`config.mk`:
```
export PLATFORM = sky130hd
export DESIGN_NAME = axi4lite_reg_bridge
export DESIGN_NICKNAME = d
export VERILOG_FILES = /design/src/rtl/axi4lite_reg_pkg.sv /design/src/rtl/axi4lite_skid_slot.sv /design/src/rtl/axi4lite_reg_bridge.sv
export SDC_FILE = /design/constraint.sdc
export NUM_CORES = 1
export LEC_CHECK = 0
export BUFFER_PORTS_ARGS = -buffer_cell sky130_fd_sc_hd__clkbuf_2
export CORE_MARGIN = 4
export CORE_UTILIZATION = 54
export DETAILED_ROUTE_END_ITERATION = 8
export MAX_ROUTING_LAYER = met4
export PLACE_DENSITY = 0.93
export SYNTH_ARGS = -nofsm -noshare
export SYNTH_HDL_FRONTEND = slang
export SYNTH_SLANG_ARGS = --single-unit
export TNS_END_PERCENT = 10
```
`constraint.sdc`:
```
create_clock -name ACLK -period 5.2 [get_ports ACLK]
set_clock_uncertainty 0.05 [all_clocks]
set_input_delay 0.26 -clock ACLK [delete_from_list [all_inputs] [get_ports ACLK]]
set_output_delay 0.26 -clock ACLK [all_outputs]
set_load 0.005 [all_outputs]
```
`src/rtl/axi4lite_reg_pkg.sv`:
```
// Shared types and constants for the AXI4-Lite to register-bus bridge.
// Latency: n/a (types only).
// Backpressure: n/a (types only).
package axi4lite_reg_pkg;

    localparam logic [1:0] RESP_OKAY   = 2'b00;
    localparam logic [1:0] RESP_SLVERR = 2'b10;

    localparam int REG_ADDR_W = 32;
    localparam int REG_DATA_W = 32;
    localparam int REG_STRB_W = REG_DATA_W / 8;

    typedef enum logic [1:0] {
        IDLE = 2'd0,
        REQ  = 2'd1,
        RESP = 2'd2
    } state_e;

    typedef struct packed {
        logic                  we;
        logic [REG_ADDR_W-1:0] addr;
        logic [REG_DATA_W-1:0] wdata;
        logic [REG_STRB_W-1:0] wstrb;
    } reg_req_t;

endpackage

```
`src/rtl/axi4lite_skid_slot.sv`:
```
// Single-entry valid/ready holding register for one AXI channel.
// Latency: 1 cycle from input handshake to out_vld.
// Backpressure: in_rdy = !full; the slot frees only when the consumer pops it.
module axi4lite_skid_slot #(
    parameter int W = 32
) (
    input  logic         core_clk,
    input  logic         rst,
    input  logic         in_vld,
    output logic         in_rdy,
    input  logic [W-1:0] in_dat,
    output logic         out_vld,
    output logic [W-1:0] out_dat,
    input  logic         out_rdy
);

    logic         full_q;
    logic [W-1:0] dat_q;

    always_ff @(posedge core_clk) begin
        if (rst) begin
            full_q <= 1'b0;
            dat_q  <= '0;
        end else if (in_vld && !full_q) begin
            full_q <= 1'b1;
            dat_q  <= in_dat;
        end else if (out_rdy) begin
            full_q <= 1'b0;
        end
    end

    assign in_rdy  = !full_q;
    assign out_vld = full_q;
    assign out_dat = dat_q;

endmodule

```
`src/rtl/axi4lite_reg_bridge.sv`:
```
// AXI4-Lite slave converting one write or read at a time into a single register-bus request.
// Latency: 2 cycles handshake-to-reg_req, response 1 cycle after reg_ack (or after timeout).
// Backpressure: each of AW/W/AR holds one entry; xREADY drops while that entry is full.
module axi4lite_reg_bridge
    import axi4lite_reg_pkg::*;
#(
    parameter int DATA_WIDTH     = REG_DATA_W,
    parameter int ADDR_WIDTH     = REG_ADDR_W,
    parameter int TIMEOUT_CYCLES = 16
) (
    input  logic                    ACLK,
    input  logic                    ARESET,
    input  logic [ADDR_WIDTH-1:0]   AWADDR,
    input  logic                    AWVALID,
    output logic                    AWREADY,
    input  logic [DATA_WIDTH-1:0]   WDATA,
    input  logic [DATA_WIDTH/8-1:0] WSTRB,
    input  logic                    WVALID,
    output logic                    WREADY,
    output logic [1:0]              BRESP,
    output logic                    BVALID,
    input  logic                    BREADY,
    input  logic [ADDR_WIDTH-1:0]   ARADDR,
    input  logic                    ARVALID,
    output logic                    ARREADY,
    output logic [DATA_WIDTH-1:0]   RDATA,
    output logic [1:0]              RRESP,
    output logic                    RVALID,
    input  logic                    RREADY,
    output logic                    reg_req,
    output logic                    reg_we,
    output logic [ADDR_WIDTH-1:0]   reg_addr,
    output logic [DATA_WIDTH-1:0]   reg_wdata,
    output logic [DATA_WIDTH/8-1:0] reg_wstrb,
    input  logic                    reg_ack,
    input  logic [DATA_WIDTH-1:0]   reg_rdata,
    input  logic                    reg_err
);

    localparam int STRB_WIDTH = DATA_WIDTH / 8;
    localparam int CNT_W      = $clog2(TIMEOUT_CYCLES);

    logic                             aw_vld, w_vld, ar_vld;
    logic                             aw_pop, w_pop, ar_pop;
    logic [ADDR_WIDTH-1:0]            aw_dat, ar_dat;
    logic [DATA_WIDTH+STRB_WIDTH-1:0] w_dat;

    axi4lite_skid_slot #(.W(ADDR_WIDTH)) u_aw_slot (
        .core_clk (ACLK),    .rst     (ARESET),
        .in_vld   (AWVALID), .in_rdy  (AWREADY), .in_dat (AWADDR),
        .out_vld  (aw_vld),  .out_dat (aw_dat),  .out_rdy (aw_pop)
    );

    axi4lite_skid_slot #(.W(DATA_WIDTH + STRB_WIDTH)) u_w_slot (
        .core_clk (ACLK),    .rst     (ARESET),
        .in_vld   (WVALID),  .in_rdy  (WREADY),  .in_dat ({WDATA, WSTRB}),
        .out_vld  (w_vld),   .out_dat (w_dat),   .out_rdy (w_pop)
    );

    axi4lite_skid_slot #(.W(ADDR_WIDTH)) u_ar_slot (
        .core_clk (ACLK),    .rst     (ARESET),
        .in_vld   (ARVALID), .in_rdy  (ARREADY), .in_dat (ARADDR),
        .out_vld  (ar_vld),  .out_dat (ar_dat),  .out_rdy (ar_pop)
    );

    state_e                state_q, state_d;
    reg_req_t              req_q, req_d;
    logic                  req_vld_q, req_vld_d;
    logic                  prefer_rd_q, prefer_rd_d;
    logic [CNT_W-1:0]      cnt_q, cnt_d;
    logic                  bvalid_q, bvalid_d, rvalid_q, rvalid_d;
    logic [1:0]            bresp_q, bresp_d, rresp_q, rresp_d;
    logic [DATA_WIDTH-1:0] rdata_q, rdata_d;

    logic wr_elig, rd_elig, issue_wr, issue_rd, timed_out, err;

    always_ff @(posedge ACLK) begin
        if (ARESET) begin
            state_q     <= IDLE;
            req_q       <= '0;
            req_vld_q   <= 1'b0;
            prefer_rd_q <= 1'b0;
            cnt_q       <= '0;
            bvalid_q    <= 1'b0;
            bresp_q     <= RESP_OKAY;
            rvalid_q    <= 1'b0;
            rresp_q     <= RESP_OKAY;
            rdata_q     <= '0;
        end else begin
            state_q     <= state_d;
            req_q       <= req_d;
            req_vld_q   <= req_vld_d;
            prefer_rd_q <= prefer_rd_d;
            cnt_q       <= cnt_d;
            bvalid_q    <= bvalid_d;
            bresp_q     <= bresp_d;
            rvalid_q    <= rvalid_d;
            rresp_q     <= rresp_d;
            rdata_q     <= rdata_d;
        end
    end

    // prefer_rd_q is set after a write is served, so a simultaneous read wins next.
    assign wr_elig   = aw_vld && w_vld;
    assign rd_elig   = ar_vld;
    assign issue_wr  = wr_elig && (!rd_elig || !prefer_rd_q);
    assign issue_rd  = rd_elig && !issue_wr;
    assign timed_out = (cnt_q == CNT_W'(TIMEOUT_CYCLES - 1));
    assign err       = !reg_ack || reg_err;

    always_comb begin
        state_d     = state_q;
        req_d       = req_q;
        req_vld_d   = req_vld_q;
        prefer_rd_d = prefer_rd_q;
        cnt_d       = cnt_q;
        bvalid_d    = bvalid_q;
        bresp_d     = bresp_q;
        rvalid_d    = rvalid_q;
        rresp_d     = rresp_q;
        rdata_d     = rdata_q;
        aw_pop      = 1'b0;
        w_pop       = 1'b0;
        ar_pop      = 1'b0;

        case (state_q)
            IDLE: begin
                if (issue_wr) begin
                    req_d.we    = 1'b1;
                    req_d.addr  = REG_ADDR_W'(aw_dat);
                    req_d.wdata = REG_DATA_W'(w_dat[DATA_WIDTH+STRB_WIDTH-1:STRB_WIDTH]);
                    req_d.wstrb = REG_STRB_W'(w_dat[STRB_WIDTH-1:0]);
                    aw_pop      = 1'b1;
                    w_pop       = 1'b1;
                    prefer_rd_d = 1'b1;
                    req_vld_d   = 1'b1;
                    cnt_d       = '0;
                    state_d     = REQ;
                end else if (issue_rd) begin
                    req_d.we    = 1'b0;
                    req_d.addr  = REG_ADDR_W'(ar_dat);
                    req_d.wdata = '0;
                    req_d.wstrb = '0;
                    ar_pop      = 1'b1;
                    prefer_rd_d = 1'b0;
                    req_vld_d   = 1'b1;
                    cnt_d       = '0;
                    state_d     = REQ;
                end
            end
            REQ: begin
                // An ack landing on the final timeout cycle is still honoured.
                if (reg_ack || timed_out) begin
                    req_vld_d = 1'b0;
                    state_d   = RESP;
                    if (req_q.we) begin
                        bvalid_d = 1'b1;
                        bresp_d  = err ? RESP_SLVERR : RESP_OKAY;
                    end else begin
                        rvalid_d = 1'b1;
                        rresp_d  = err ? RESP_SLVERR : RESP_OKAY;
                        rdata_d  = reg_ack ? reg_rdata : '0;
                    end
                end else begin
                    cnt_d = cnt_q + 1'b1;
                end
            end
            RESP: begin
                if ((bvalid_q && BREADY) || (rvalid_q && RREADY)) begin
                    bvalid_d = 1'b0;
                    rvalid_d = 1'b0;
                    state_d  = IDLE;
                end
            end
            default: state_d = IDLE;
        endcase
    end

    assign reg_req   = req_vld_q;
    assign reg_we    = req_q.we;
    assign reg_addr  = ADDR_WIDTH'(req_q.addr);
    assign reg_wdata = DATA_WIDTH'(req_q.wdata);
    assign reg_wstrb = STRB_WIDTH'(req_q.wstrb);
    assign BVALID    = bvalid_q;
    assign BRESP     = bresp_q;
    assign RVALID    = rvalid_q;
    assign RRESP     = rresp_q;
    assign RDATA     = rdata_q;

endmodule

```
==> metrics.cfg <==
[hold_path]
whs_path_depth = 3
hp-class = input port to flip-flop
hold_end = RDATA[10]
hold_start = reg_rdata[10]

[yosys]
syn_inst = 887
yosysTopAreaCell = dfxtp_1
yosys_most_used_dff = dfxtp_1
synthArstFlopShare_pct = 0
synth_top_area_share_pct = 55.8
yosysUniqueCellTypes = 34
seq_area_frac_synth_pct = 55.8
synthTopCellsByArea = dfxtp_1, nand2_1, a21oi_1
ys_ff_latch = 215
yosys_warnings = 0
synth_commonest_cells = dfxtp_1, nand2_1, nor2_1, a21oi_1, a22oi_1
synth_area_mm2 = 0.00771
syn_area_per_cell_um2 = 8.69
synth_edf_count = 0
synth.most_common_cell = dfxtp_1

[floorplan]
die_area_mm2 = 0.0162
die_h_um = 127
die_w_um = 127
start_util_pct = 55.3
rows = 43
top_level_ports = 252
coreArea_mm2 = 0.0139

[sta]
fin_crit_ps = 2510
drv_slew = 0
fin_ws_ps = 2690
tightest_slew_ps = 1290
setup_violations = 0
relSlewSlack_pct = 14.0
whs_ps = 31.8
period_share_pct = 48.3
hold_violations = 0
rsz0062_at_grt = false
fmax_mhz = 398
tns_ps = 0

[cts]
cts_resized = 0
cts.path.max_buffers = 3
numCtsBuffers = 22
clkTransAtPathRegs_ps = 70
htree_levels = 1
insertion_delay_ps = 490
cts_tree = built
cts_root_buf = clkbuf_16
cts_sinks = 215

[worst_setup_path]
worst_setup_path_end_kind = flip-flop
crit_type = flip-flop to flip-flop
startpoint_type = flip-flop
reg2regPathDepth = 5
arrival_ps = 2870
critPathMaxFanout = 34
worst_r2r_endpoint = RDATA[18]
worstReg2RegStart = cnt_q[0]
r2r_setup_slack_ps = 2690
critical_path_required_ps = 5550

[power_and_ir_drop]
leakagePower_uw = 0.00490
ir_drop_mv = 0.236
power-per-cell-area_mw_per_mm2 = 354

[finish]
ff_latch_area_mm2 = 0.00430
nFillCells = 831
nets = 1374
syn_to_final_growth_pct = 43.7
drive_above_1_share_pct = 24.3
multi_input_area_mm2 = 0.00309

[route]
vias = 8247
drcViolationCount = 0
dr.pass1.iters = 6
routed_wl_um = 26900
wl_per_cell_um = 18.7
ant_nets = 0
drt_iter0_markers = 727
via_per_inst = 5.76

[global_routing]
grt_max_degree = 156
grt_pass1_wl_um = 41700
grt_usage_pct = 32.7
grt_pass1_vias = 8246
overflow = 0
antenna_found_initial = 5

[place]
portBuffers = 249
dp_slack_ps = 2870
gp_congestion = 0.826
dp_hpwl_um = 12900

[run]
cap_violations = 0

[outcome]
outcome = finished, final reports clean

-- through the flow --
step / util [%] / area [um^2] / power (uW) / std cells
after floorplan: - / 7710 / 2060 / 888
after global placement: 64.3 / 8960 / 2210 / 1254
after detailed placement: 64.3 / 8960 / 2220 / 1254
after CTS: 79.3 / 11000 / 3880 / 1427
after global routing: 79.5 / 11100 / 4040 / 1433
final: 79.5 / 11100 / 3920 / 1433
-- report_power, final --
| part | internal [uW] | switching (uW) | total [uW] |
|---|---|---|---|
| combinational | 223 | 277 | 500 |
| sequential | 1740 | 60.5 | 1800 |
| clock | 974 | 644 | 1620 |
-- per-layer routing --
layer	vias to the layer above	part of all wire [%]	track usage [%]
met5	-	0	-
met4	0	7.5	21.6
met3	173	7.2	5.73
met2	535	50	57.1
met1	3837	35	33.7
li1	3702	-	-
-- kinds of logic (layout without fill, tap and decap cells) --
logic type | after synthesis | after routing | synth area share (%)
flops | 215 | 215 | 55.8
mux | 33 | 33 | 4.30
buf+inv | 78 | 438 | 4.45
other cells | 1 | 7 | 0.0487
fa+ha+maj | 1 | 1 | 0.162
compound gates | 216 | 216 | 17.6
simple gates | 343 | 343 | 17.6
-- cells in the final DEF, fill, tap and decap left out, types with 2 or more instances in the layout --
cell,synthesis,layout
nor2b_2,0,2
nand3_1,4,4
clkbuf_2,0,248
nor2_1,112,112
mux2i_1,32,32
a21oi_1,107,107
dfxtp_1,215,215
conb_1,1,2
nor3b_1,2,2
dlygate4sd3_1,0,134
nor3_1,5,4
nand2b_1,2,2
clkbuf_1,51,4
nor2b_1,5,2
clkbuf_8,0,8
inv_1,5,5
a22oi_1,69,69
a31oi_1,3,3
buf_4,4,10
a211oi_1,32,32
clkinv_2,0,3
nand2_1,206,206
clkbuf_16,0,23
diode_2,0,5
-- timing repair --
item / 4_1_cts / 5_1_grt
setup endpoints to repair: 0 / 0
setup buffers: 0 / 0
hold endpoints to repair: 133 / 1
hold buffers: 133 / 1
-- worst max-delay path by stage --
stage / cells past startpoint / to / start
2_1_floorplan: 7 / RDATA[22] / cnt_q[0]
3_3_place_gp: 5 / RDATA[8] / cnt_q[0]
3_5_place_dp: 5 / RDATA[10] / cnt_q[0]
4_1_cts: 5 / RDATA[29] / cnt_q[0]
5_1_grt: 5 / RDATA[15] / cnt_q[0]
6_report: 5 / RDATA[18] / cnt_q[0]
-- final cells by class --
type / count / share of cell area, %
repair buffers: 393 / 24.1
clock inverters: 5 / 0.486
multi-input cells: 595 / 27.9
clock buffers: 35 / 6.33
diodes: 5 / 0.113
flip-flops and latches: 215 / 38.9
well taps: 180 / 2.03
inverters: 5 / 0.170
-- flip-flops by register name, indices dropped and copies added (netlist names) --
register / count
u_ar_slot.out_dat: 32
BVALID: 1
state_q: 2
u_ar_slot.out_vld: 1
RRESP: 1
reg_wdata: 32
RVALID: 1
u_w_slot.out_dat: 36
BRESP: 1
reg_addr: 32
u_aw_slot.out_vld: 1
RDATA: 32
prefer_rd_q: 1
cnt_q: 4
u_aw_slot.out_dat: 32
reg_req: 1
reg_wstrb: 4
u_w_slot.out_vld: 1
-- critical path, cell delays in order (launching register included) --
cell and delay (ps):
dfxtp_1 330, ha_1 220, a31oi_1 360, or3_1 980, a22oi_1 250, nor2_1 220
Note: power is estimated with default switching activity, not from simulation.
